$ cat src/rtl/mem_arbiter.sv
// mem_arbiter: shares one synchronous-read memory port between two
// req/ack masters. Each access is serialized through IDLE -> ACCESS ->
// CAPTURE. Simultaneous requests are resolved round-robin against the
// master that was granted last.
module mem_arbiter #(
  parameter int ADDR_WIDTH = 8,
  parameter int DATA_WIDTH = 8
) (
  input  logic                  clk,
  input  logic                  reset,

  // master 0
  input  logic                  m0_req,
  input  logic                  m0_write,
  input  logic [ADDR_WIDTH-1:0] m0_address,
  input  logic [DATA_WIDTH-1:0] m0_wdata,
  output logic                  m0_ack,
  output logic [DATA_WIDTH-1:0] m0_rdata,

  // master 1
  input  logic                  m1_req,
  input  logic                  m1_write,
  input  logic [ADDR_WIDTH-1:0] m1_address,
  input  logic [DATA_WIDTH-1:0] m1_wdata,
  output logic                  m1_ack,
  output logic [DATA_WIDTH-1:0] m1_rdata,

  // memory side
  output logic [ADDR_WIDTH-1:0] address,
  output logic                  write,
  output logic [DATA_WIDTH-1:0] to_memory,
  input  logic [DATA_WIDTH-1:0] from_memory,

  // one-hot owner of the access in flight
  output logic [1:0]            grant
);

  // ---------------------------------------------------------------------
  // State encoding
  // ---------------------------------------------------------------------
  localparam logic [1:0] ST_IDLE    = 2'd0;
  localparam logic [1:0] ST_ACCESS  = 2'd1;
  localparam logic [1:0] ST_CAPTURE = 2'd2;

  // Master identifiers as stored in owner/last_grant.
  localparam logic       MST_M0     = 1'b0;
  localparam logic       MST_M1     = 1'b1;

  localparam logic [1:0] GRANT_NONE = 2'b00;
  localparam logic [1:0] GRANT_M0   = 2'b01;
  localparam logic [1:0] GRANT_M1   = 2'b10;

  // ---------------------------------------------------------------------
  // Registers
  // ---------------------------------------------------------------------
  logic [1:0]            state_q,      state_d;
  logic [ADDR_WIDTH-1:0] addr_q,       addr_d;
  logic [DATA_WIDTH-1:0] wdata_q,      wdata_d;
  logic                  is_write_q,   is_write_d;
  logic                  owner_q,      owner_d;
  logic                  last_grant_q, last_grant_d;
  logic [1:0]            grant_q,      grant_d;
  logic                  m0_ack_q,     m0_ack_d;
  logic                  m1_ack_q,     m1_ack_d;
  logic [DATA_WIDTH-1:0] m0_rdata_q,   m0_rdata_d;
  logic [DATA_WIDTH-1:0] m1_rdata_q,   m1_rdata_d;

  // ---------------------------------------------------------------------
  // Arbitration
  // ---------------------------------------------------------------------
  logic m0_elig;
  logic m1_elig;
  logic any_elig;
  logic win_m1;

  // A master in its ack cycle is not eligible, so a req held across the
  // ack cannot issue a second access off the same handshake.
  assign m0_elig  = m0_req & ~m0_ack_q;
  assign m1_elig  = m1_req & ~m1_ack_q;
  assign any_elig = m0_elig | m1_elig;

  // m1 wins when it is alone, or on a tie when m0 was granted last.
  assign win_m1   = m1_elig & (~m0_elig | (last_grant_q == MST_M0));

  // ---------------------------------------------------------------------
  // Next-state logic: FSM, request capture, ack and read-data return
  // ---------------------------------------------------------------------
  always_comb begin
    // NOTE: every signal assigned here gets a default first; a path that
    // skips an assignment would otherwise infer a latch.
    state_d      = state_q;
    addr_d       = addr_q;
    wdata_d      = wdata_q;
    is_write_d   = is_write_q;
    owner_d      = owner_q;
    last_grant_d = last_grant_q;
    grant_d      = grant_q;
    m0_ack_d     = 1'b0;
    m1_ack_d     = 1'b0;
    m0_rdata_d   = m0_rdata_q;
    m1_rdata_d   = m1_rdata_q;

    case (state_q)
      ST_IDLE: begin
        if (any_elig) begin
          // Register the winner's request so later changes on its inputs
          // cannot disturb the access in flight.
          if (win_m1) begin
            addr_d       = m1_address;
            wdata_d      = m1_wdata;
            is_write_d   = m1_write;
            owner_d      = MST_M1;
            last_grant_d = MST_M1;
            grant_d      = GRANT_M1;
          end else begin
            addr_d       = m0_address;
            wdata_d      = m0_wdata;
            is_write_d   = m0_write;
            owner_d      = MST_M0;
            last_grant_d = MST_M0;
            grant_d      = GRANT_M0;
          end
          state_d = ST_ACCESS;
        end
      end

      ST_ACCESS: begin
        // Address/data/strobe are presented this cycle; read data comes
        // back from the synchronous memory during CAPTURE.
        state_d = ST_CAPTURE;
      end

      ST_CAPTURE: begin
        if (owner_q == MST_M1) begin
          m1_ack_d = 1'b1;
          if (!is_write_q) begin
            m1_rdata_d = from_memory;
          end
        end else begin
          m0_ack_d = 1'b1;
          if (!is_write_q) begin
            m0_rdata_d = from_memory;
          end
        end
        grant_d = GRANT_NONE;
        state_d = ST_IDLE;
      end

      default: begin
        // Unreachable encoding: recover to a clean idle.
        grant_d = GRANT_NONE;
        state_d = ST_IDLE;
      end
    endcase
  end

  // ---------------------------------------------------------------------
  // State registers with synchronous reset
  // ---------------------------------------------------------------------
  always_ff @(posedge clk) begin
    // NOTE: sequential state uses non-blocking assignments so every
    // register samples the pre-edge value of every other register.
    if (reset) begin
      state_q      <= ST_IDLE;
      addr_q       <= '0;
      wdata_q      <= '0;
      is_write_q   <= 1'b0;
      owner_q      <= MST_M0;
      last_grant_q <= MST_M1;  // m0 wins the first tie after reset
      grant_q      <= GRANT_NONE;
      m0_ack_q     <= 1'b0;
      m1_ack_q     <= 1'b0;
      m0_rdata_q   <= '0;
      m1_rdata_q   <= '0;
    end else begin
      state_q      <= state_d;
      addr_q       <= addr_d;
      wdata_q      <= wdata_d;
      is_write_q   <= is_write_d;
      owner_q      <= owner_d;
      last_grant_q <= last_grant_d;
      grant_q      <= grant_d;
      m0_ack_q     <= m0_ack_d;
      m1_ack_q     <= m1_ack_d;
      m0_rdata_q   <= m0_rdata_d;
      m1_rdata_q   <= m1_rdata_d;
    end
  end

  // ---------------------------------------------------------------------
  // Outputs
  // ---------------------------------------------------------------------
  // The strobe is decoded from registered state only, so it is exactly the
  // ACCESS cycle wide and drops on the same edge that a reset lands.
  assign write     = (state_q == ST_ACCESS) & is_write_q;
  assign address   = addr_q;
  assign to_memory = wdata_q;
  assign grant     = grant_q;
  assign m0_ack    = m0_ack_q;
  assign m1_ack    = m1_ack_q;
  assign m0_rdata  = m0_rdata_q;
  assign m1_rdata  = m1_rdata_q;

endmodule

$ cat config.mk
export PLATFORM = sky130hd
export DESIGN_NAME = mem_arbiter
export DESIGN_NICKNAME = d
export VERILOG_FILES = /design/src/rtl/mem_arbiter.sv
export SDC_FILE = /design/constraint.sdc
export NUM_CORES = 1
export LEC_CHECK = 0
export CAP_MARGIN = 40
export CORE_ASPECT_RATIO = 1.2
export CORE_MARGIN = 3
export CORE_UTILIZATION = 40
export DETAILED_ROUTE_END_ITERATION = 6
export PLACE_DENSITY = 0.76
export SLEW_MARGIN = 20
export SYNTH_ARGS = -nofsm -noshare
export SYNTH_HDL_FRONTEND = slang
export SYNTH_SLANG_ARGS = --single-unit
$ cat constraint.sdc
create_clock -name clk -period 1.95 [get_ports clk]
set_clock_uncertainty 0.15 [all_clocks]
set_input_delay 0.39 -clock clk [delete_from_list [all_inputs] [get_ports clk]]
set_output_delay 0.39 -clock clk [all_outputs]
set_load 0.01 [all_outputs]
==> results.py, run 1 <==
metrics = {
    "synthesis": {
        "seq_area_frac_synth_pct": 47.7,
        "syn_area_per_cell_um2": 9.01,
        "syn_inst": 191,
        "yosys_warnings": 0,
        "synth-compound-area-share_pct": 20.7,
        "ys_top_cells_by_area": "dfxtp_1 48%, a21oi_1 8.4%, nand2_1 8.1%",
        "yosysTopAreaCellShare_pct": 47.7,
        "synthAdderAreaFrac_pct": 0,
        "synth_nets": 237,
        "synth_top_family_by_area": "simple AND/OR/NAND/NOR gates",
        "synth-simple-area-share_pct": 21.4,
        "syn-cell-area_mm2": 0.00172,
        "synth_cell_types": 26,
        "synth-xor-area-share_pct": 0,
        "synth_top_cell_by_area": "dfxtp_1",
        "synth_seq_cells": 41,
        "muxShareOfSynthArea_pct": 5.23,
    },
    "global_routing": {
        "grt_pass1_vias": 1554,
        "grt_first_pass_wirelength_um": 7560,
        "grt_antenna_before_repair": 0,
        "grt_overflow": 0,
        "grt_max_degree": 28,
        "grt_usage_pct": 18.8,
    },
    "layout": {
        "diodes": 0,
        "drive_gt1_share_pct": 13.4,
        "nets": 321,
        "area_growth_pct": 57.7,
        "stdcell_area_mm2": 0.00272,
    },
    "power": {
        "power_frac_comb_pct": 24.7,
        "ir_drop_mv": 0.519,
        "seqPwrFrac_pct": 46.4,
        "p_clk_share_pct": 28.9,
        "intPower_mw": 1.47,
        "fin_total_pwr_mw": 2.02,
        "switching_share_pct": 27.5,
        "p_switching_mw": 0.556,
        "p_leak_nw": 1.02,
        "p_per_area_mw_per_mm2": 745,
    },
    "clock_tree": {
        "cts_made_buffers": 5,
        "post_cts_buffers": 0,
        "clk_latency_ns": 0.29,
        "clkTransAtPathRegs_ns": 0.08,
        "cts_tree": "done",
        "cts-root-buf": "clkbuf_8",
        "clk_path_buf_depth": 2,
        "clock_sinks": 41,
        "cts_htree_levels": 2,
    },
    "drt": {
        "wl_met2_um": 2250,
        "met3_length_um": 170,
        "drtIter0Drc": 38,
        "wl_um": 4510,
        "ant_nets": 0,
        "drtPass1Iterations": 4,
        "wl_per_cell_um": 13.7,
        "avgViaCountPerCell": 4.85,
        "vias": 1601,
        "dr.max_layer_used": "met4",
        "drc": 0,
        "wl_met1_um": 2060,
    },
    "setup_path": {
        "cp-end-kind": "output port",
        "critical_path.max_fanout": 2,
        "cp_num_buf_inv": 1,
        "arrival_ns": 1.19,
        "max_stage_delay_ns": 0.55,
        "cp.required_ns": 1.41,
        "path_cells": "clkdlybuf4s50_1",
        "cp_slowest_cell": "clkdlybuf4s50_1",
        "worstSetupStartpointType": "flip-flop",
        "criticalPathCategory": "flip-flop to output port",
        "worst-r2r-setup-slack_ns": 0.38,
        "critical-path-top-delay-family": "buffers and inverters",
    },
    "place": {
        "dp_hpwl_um": 3220,
        "pre_cts_slack_ns": -0.0542,
        "place_area_mm2": 0.00261,
        "place.port_buffers": 82,
        "gp_congestion": 0.779,
    },
    "sta": {
        "finalHoldWorstSlack_ns": 0.309,
        "relSlewSlack_pct": 65.8,
        "drv_slew": 0,
        "fmax_mhz": 578,
        "rsz0062_at_grt": "no",
        "setup_violations": 0,
        "fin_ws_ns": 0.219,
        "period_minus_slack_ns": 1.73,
        "fin_crit_sh_pct": 88.8,
        "worst-slew-pin-transition_ns": 0.512,
        "hold_viol_final": 0,
    },
    "min_path": {
        "hold_path_class": "flip-flop to flip-flop",
    },
    "floorplan": {
        "die_w_um": 65.9,
        "initial_core_util_pct": 42.7,
        "dieHeight_um": 77.9,
        "io_pins": 83,
        "design.core.area_mm2": 0.00404,
        "num_rows": 25,
        "die_area_mm2": 0.00513,
    },
    "run_status": {
        "status": "finished clean",
    },
    "job": {
        "drv_cap": 0,
    },
}
## worst reg2reg max path, cell delays in order, from the launching register on
cell     delay [ns]
dfxtp_2        0.45
or4b_1         0.64
nand2_1        0.14
a21oi_1        0.07
## cell usage after synthesis
| library cell | count |
|---|---|
| nand3b_1 | 1 |
| a211oi_1 | 7 |
| or3_1 | 1 |
| clkbuf_1 | 5 |
| dfxtp_1 | 41 |
| buf_1 | 1 |
| a211oi_4 | 1 |
| nand2b_4 | 2 |
| buf_4 | 3 |
| and2b_1 | 1 |
| nand2_1 | 37 |
| a211o_1 | 1 |
| nor3_1 | 1 |
| and4bb_2 | 2 |
| a21oi_1 | 29 |
| and2_1 | 2 |
| a211oi_2 | 10 |
| buf_2 | 3 |
| buf_6 | 1 |
| or4b_1 | 1 |
| nor4b_2 | 1 |
| nor2_1 | 28 |
| nor4b_1 | 1 |
| o21ai_0 | 1 |
| clkbuf_8 | 1 |
| mux2i_1 | 9 |
## final timing paths
kind,startpoint,to,cells after the start
worst min-delay path,m0_rdata[3]$_SDFFE_PP0P_,m0_rdata[3]$_SDFFE_PP0P_,2
worst min register to register,m0_rdata[3]$_SDFFE_PP0P_,m0_rdata[3]$_SDFFE_PP0P_,2
worst max-delay path,m1_rdata[4]$_SDFFE_PP0P_,m1_rdata[4],1
worst max register to register,state_q[1]$_SDFFE_PP0P_,m0_rdata[6]$_SDFFE_PP0P_,3
## per-stage QoR
step | std cells | util [%] | setup TNS (ns)
CTS | 330 | 67.2 | 0
global placement | 322 | 64.7 | -0.523
floorplan | 191 | - | 0
finish | 330 | 67.3 | 0
global route | 330 | 67.3 | 0
detailed placement | 322 | 64.7 | -0.619
## area by class of cell
cell class	instances	area [um2]
Clock buffer	6	82.6
Clock inverter	2	13.8
Fill cell	348	1320
Multi-Input combinational cell	136	816
Sequential cell	41	825
Tap cell	54	67.6
Timing Repair Buffer	91	911
## power by group through the flow
stage | sequential, mW | combinational [mW] | clock (mW)
after floorplan | 0.975 | 0.222 | 0
after detailed placement | 0.957 | 0.501 | 0
after global routing | 0.949 | 0.544 | 0.619
after CTS | 0.940 | 0.505 | 0.592
after global placement | 0.957 | 0.497 | 0
final | 0.940 | 0.499 | 0.584
## cells by family (layout without fill, tap and decap cells)
| group | Yosys count | in the layout |
|---|---|---|
| and+or+nand+nor | 78 | 78 |
| AOI/OAI and AO/OA | 49 | 49 |
| DFF | 41 | 41 |
| buffers and inverters | 14 | 99 |
| muxes | 9 | 9 |
## flip-flops by register name (all words and copies together), names as in the netlist, 2 cells and up
signal,count
address,8
grant,2
m0_rdata,8
m1_rdata,8
state_q,2
to_memory,8
## layer usage
metal | track usage [%] | vias up
met3 | 3.47 | 2
met1 | 24.6 | 740
met5 | 0 | -
met4 | 5.60 | 0
li1 | - | 820
met2 | 30.9 | 39
## placed cells by master, fill, tap and decap left out, types with 2 or more instances in the layout
| cell | n |
|---|---|
| a211oi_1 | 7 |
| a211oi_2 | 10 |
| a21oi_1 | 29 |
| and2_1 | 2 |
| and4bb_2 | 2 |
| buf_12 | 2 |
| buf_4 | 7 |
| clkbuf_8 | 6 |
| clkdlybuf4s50_1 | 80 |
| dfxtp_1 | 38 |
| dfxtp_2 | 3 |
| mux2i_1 | 9 |
| nand2_1 | 37 |
| nand2b_4 | 2 |
| nor2_1 | 28 |
## what timing repair did
action / CTS / global route
endpoints found under the hold margin: 0 / 0
gates cloned: 0 / 0
gates resized for setup: 3 / 1
hold buffers: 0 / 0
setup endpoints to repair: 1 / 1
No activity file was read; power rests on OpenSTA's default activity.
==> inputs of run 2 (changes only) <==
- ABC_AREA: unset -> 1
- CORE_UTILIZATION: 40 -> 41
==> run 2 against run 1 <==
Effect of this change: synthesized area up 8.4%; sequential share of layout area shrank 1.8 points; wire length rose by 5.0%; die area is 5.3% higher; hold slack gained 0.0090 ns; non-clock buffer count is 4 lower; core utilization fell by 0.77 points; critical path depth is the same; clock power grew 20%; first-iteration DRC count is 140% higher; maximum frequency grew 0.49%; combinational power rose by 9.0%; critical path type unchanged; largest cell class is now multi-input gates; largest power group unchanged.
==> results.py, run 2 <==
metrics = {
    "synthesis": {
        "synth_nets": 322,
        "synth_ff_type": "dfxtp_1",
        "synth_top_cell_by_area": "dfxtp_1",
        "syn_inst": 276,
        "ys_top_cells_by_area": "dfxtp_1 44%, nor2_1 14%, nand2_1 12%",
        "yosysMostFrequentCell": "nor2_1",
        "seq_area_frac_synth_pct": 44.0,
        "yosys_warnings": 0,
        "synth_cell_types": 19,
        "async_reset_ff_share_pct": 0,
        "syn_area_per_cell_um2": 6.76,
        "syn-cell-area_mm2": 0.00187,
        "synth_edf_count": 0,
        "synth_seq_cells": 41,
        "yosysTopAreaCellShare_pct": 44.0,
        "synthTopCellsByCount": "71 x nor2_1, 61 x nand2_1, 41 x dfxtp_1, 24 x inv_1, 23 x nand3_1",
    },
    "sta": {
        "relSlewSlack_pct": 75.0,
        "fin_ws_ns": 0.227,
        "rsz0062_at_grt": "no",
        "hold_viol_final": 0,
        "period_minus_slack_ns": 1.72,
        "drv_slew": 0,
        "worst-slew-pin-transition_ns": 0.374,
        "fmax_mhz": 580,
        "fin_tns_setup_ns": 0,
        "fin_crit_sh_pct": 88.4,
        "setup_violations": 0,
    },
    "drt": {
        "drtPass1Iterations": 4,
        "drc": 0,
        "ant_nets": 0,
        "avgViaCountPerCell": 4.57,
        "wl_um": 4740,
        "wl_per_cell_um": 11.4,
        "vias": 1903,
        "drtIter0Drc": 93,
    },
    "power": {
        "ir_drop_mv": 0.457,
        "seqPwrFrac_pct": 43.1,
        "p_per_area_mw_per_mm2": 760,
        "p_clk_share_pct": 32.0,
        "switching_share_pct": 26.5,
        "p_leak_nw": 1.24,
        "power_frac_comb_pct": 24.9,
        "p_switching_mw": 0.580,
        "intPower_mw": 1.61,
    },
    "layout": {
        "stdcell_count": 416,
        "fin_util_pct": 66.5,
        "final_common_cell": "clkdlybuf4s50_1",
        "diodes": 0,
        "layout_common_cells": "81 x clkdlybuf4s50_1, 71 x nor2_1, 61 x nand2_1, 40 x dfxtp_1, 24 x inv_1",
        "area_growth_pct": 54.2,
        "nets": 405,
        "stdcell_area_mm2": 0.00288,
        "drive_gt1_share_pct": 5.83,
        "fillers": 396,
    },
    "setup_path": {
        "cp_num_buf_inv": 1,
        "cp-end-kind": "output port",
        "path_cells": "clkdlybuf4s50_1",
        "critical-path-top-delay-family": "buffers and inverters",
        "worstSetupStartpointType": "flip-flop",
        "arrival_ns": 1.18,
        "cp.required_ns": 1.41,
        "cp_slowest_cell": "clkdlybuf4s50_1",
        "max_stage_delay_ns": 0.54,
        "critical_path.max_fanout": 2,
        "criticalPathCategory": "flip-flop to output port",
    },
    "clock_tree": {
        "clock_sinks": 41,
        "cts_made_buffers": 5,
        "clkTransAtPathRegs_ns": 0.08,
        "clk_path_buf_depth": 2,
        "cts_htree_levels": 2,
        "cts-root-buf": "clkbuf_8",
        "holdBufCountCts": 0,
        "clk_latency_ns": 0.29,
        "cts_tree": "done",
    },
    "floorplan": {
        "die_w_um": 67.6,
        "initial_core_util_pct": 43.1,
        "dieHeight_um": 79.9,
        "num_rows": 26,
        "design.core.area_mm2": 0.00433,
        "die_area_mm2": 0.00540,
        "io_pins": 83,
    },
    "global_routing": {
        "grt_overflow": 0,
        "grt_antenna_before_repair": 0,
        "grt_first_pass_wirelength_um": 7670,
        "grt_pass1_vias": 1830,
        "grt_usage_pct": 18.4,
        "grt_max_degree": 38,
    },
    "job": {
        "drv_cap": 0,
    },
    "run_status": {
        "status": "finished clean",
    },
    "place": {
        "place_area_mm2": 0.00276,
        "pre_cts_slack_ns": 0.0573,
        "gp_congestion": 0.788,
        "post-place-cells": 408,
        "dp_hpwl_um": 3430,
        "place.port_buffers": 82,
    },
    "min_path": {
        "hold_path_class": "flip-flop to flip-flop",
    },
}
run 2: changes by cell type after synthesis, sizes merged, moves of 16 or more:
cell and delta:
a211oi -18, a21boi +17, a21oi -26, inv +27, nand2 +25, nand3 +25, nor2 +44, o21ai +16
run 2: path summary, 6_finish.rpt:
| path | startpoint | end | slack [ns] | cells after the start |
|---|---|---|---|---|
| worst max register to register | state_q[1]$_SDFFE_PP0P_ | m0_rdata[7]$_SDFFE_PP0P_ | 0.49 | 6 |
| worst min register to register | last_grant_q$_SDFFE_PP1P_ | last_grant_q$_SDFFE_PP1P_ | 0.32 | 2 |
| worst min-delay path | last_grant_q$_SDFFE_PP1P_ | last_grant_q$_SDFFE_PP1P_ | 0.32 | 2 |
| worst max-delay path | m0_rdata[7]$_SDFFE_PP0P_ | m0_rdata[7] | 0.23 | 1 |
run 2: tightest hold or removal path, stage by stage (launching register included):
cell,delay [ns]
dfxtp_1,0.34
nand2_1,0.05
nand3_1,0.05
run 2: final cells by class:
class | count | area [um2] | share of cell area (%)
Tap cell | 56 | 70.1 | 2.43
Multi-Input combinational cell | 196 | 882 | 30.7
Inverter | 28 | 105 | 3.65
Clock buffer | 7 | 86.3 | 3.00
Timing Repair Buffer | 87 | 882 | 30.7
Clock inverter | 1 | 30.0 | 1.04
Sequential cell | 41 | 822 | 28.6
run 2: routing by layer:
metal / routed length, um / track usage, % / vias up
met1: 1950 / 18.7 / 810
met5: 0 / 0 / -
li1: - / - / 1020
met2: 2340 / 34.4 / 62
met4: 112 / 7.10 / 0
met3: 331 / 4.93 / 11
run 2: power groups by stage:
stage	clock, mW	sequential, mW	combinational (mW)
6_report	0.701	0.943	0.544
3_5_place_dp	0	0.961	0.549
3_3_place_gp	0	0.961	0.540
5_1_grt	0.746	0.950	0.610
2_1_floorplan	0	0.985	0.252
4_1_cts	0.716	0.943	0.551
run 2: cells by family after synthesis:
family	count (synthesis)	share of synthesized area, %
and+or+nand+nor	159	34.5
AOI/OAI and AO/OA	37	12.8
DFF	41	44.0
buffers and inverters	39	8.78
run 2: stage by stage:
step                      total power, mW  hold slack [ns]
after global routing                 2.31            0.352
after detailed placement             1.51            0.301
after global placement               1.50            0.296
final                                2.19            0.318
after CTS                            2.21            0.322
after floorplan                      1.24            0.280
run 2: repair_timing:
item,4_1_cts,5_1_grt
setup buffers,0,0
resized for setup,2,0
setup endpoints to repair,1,0
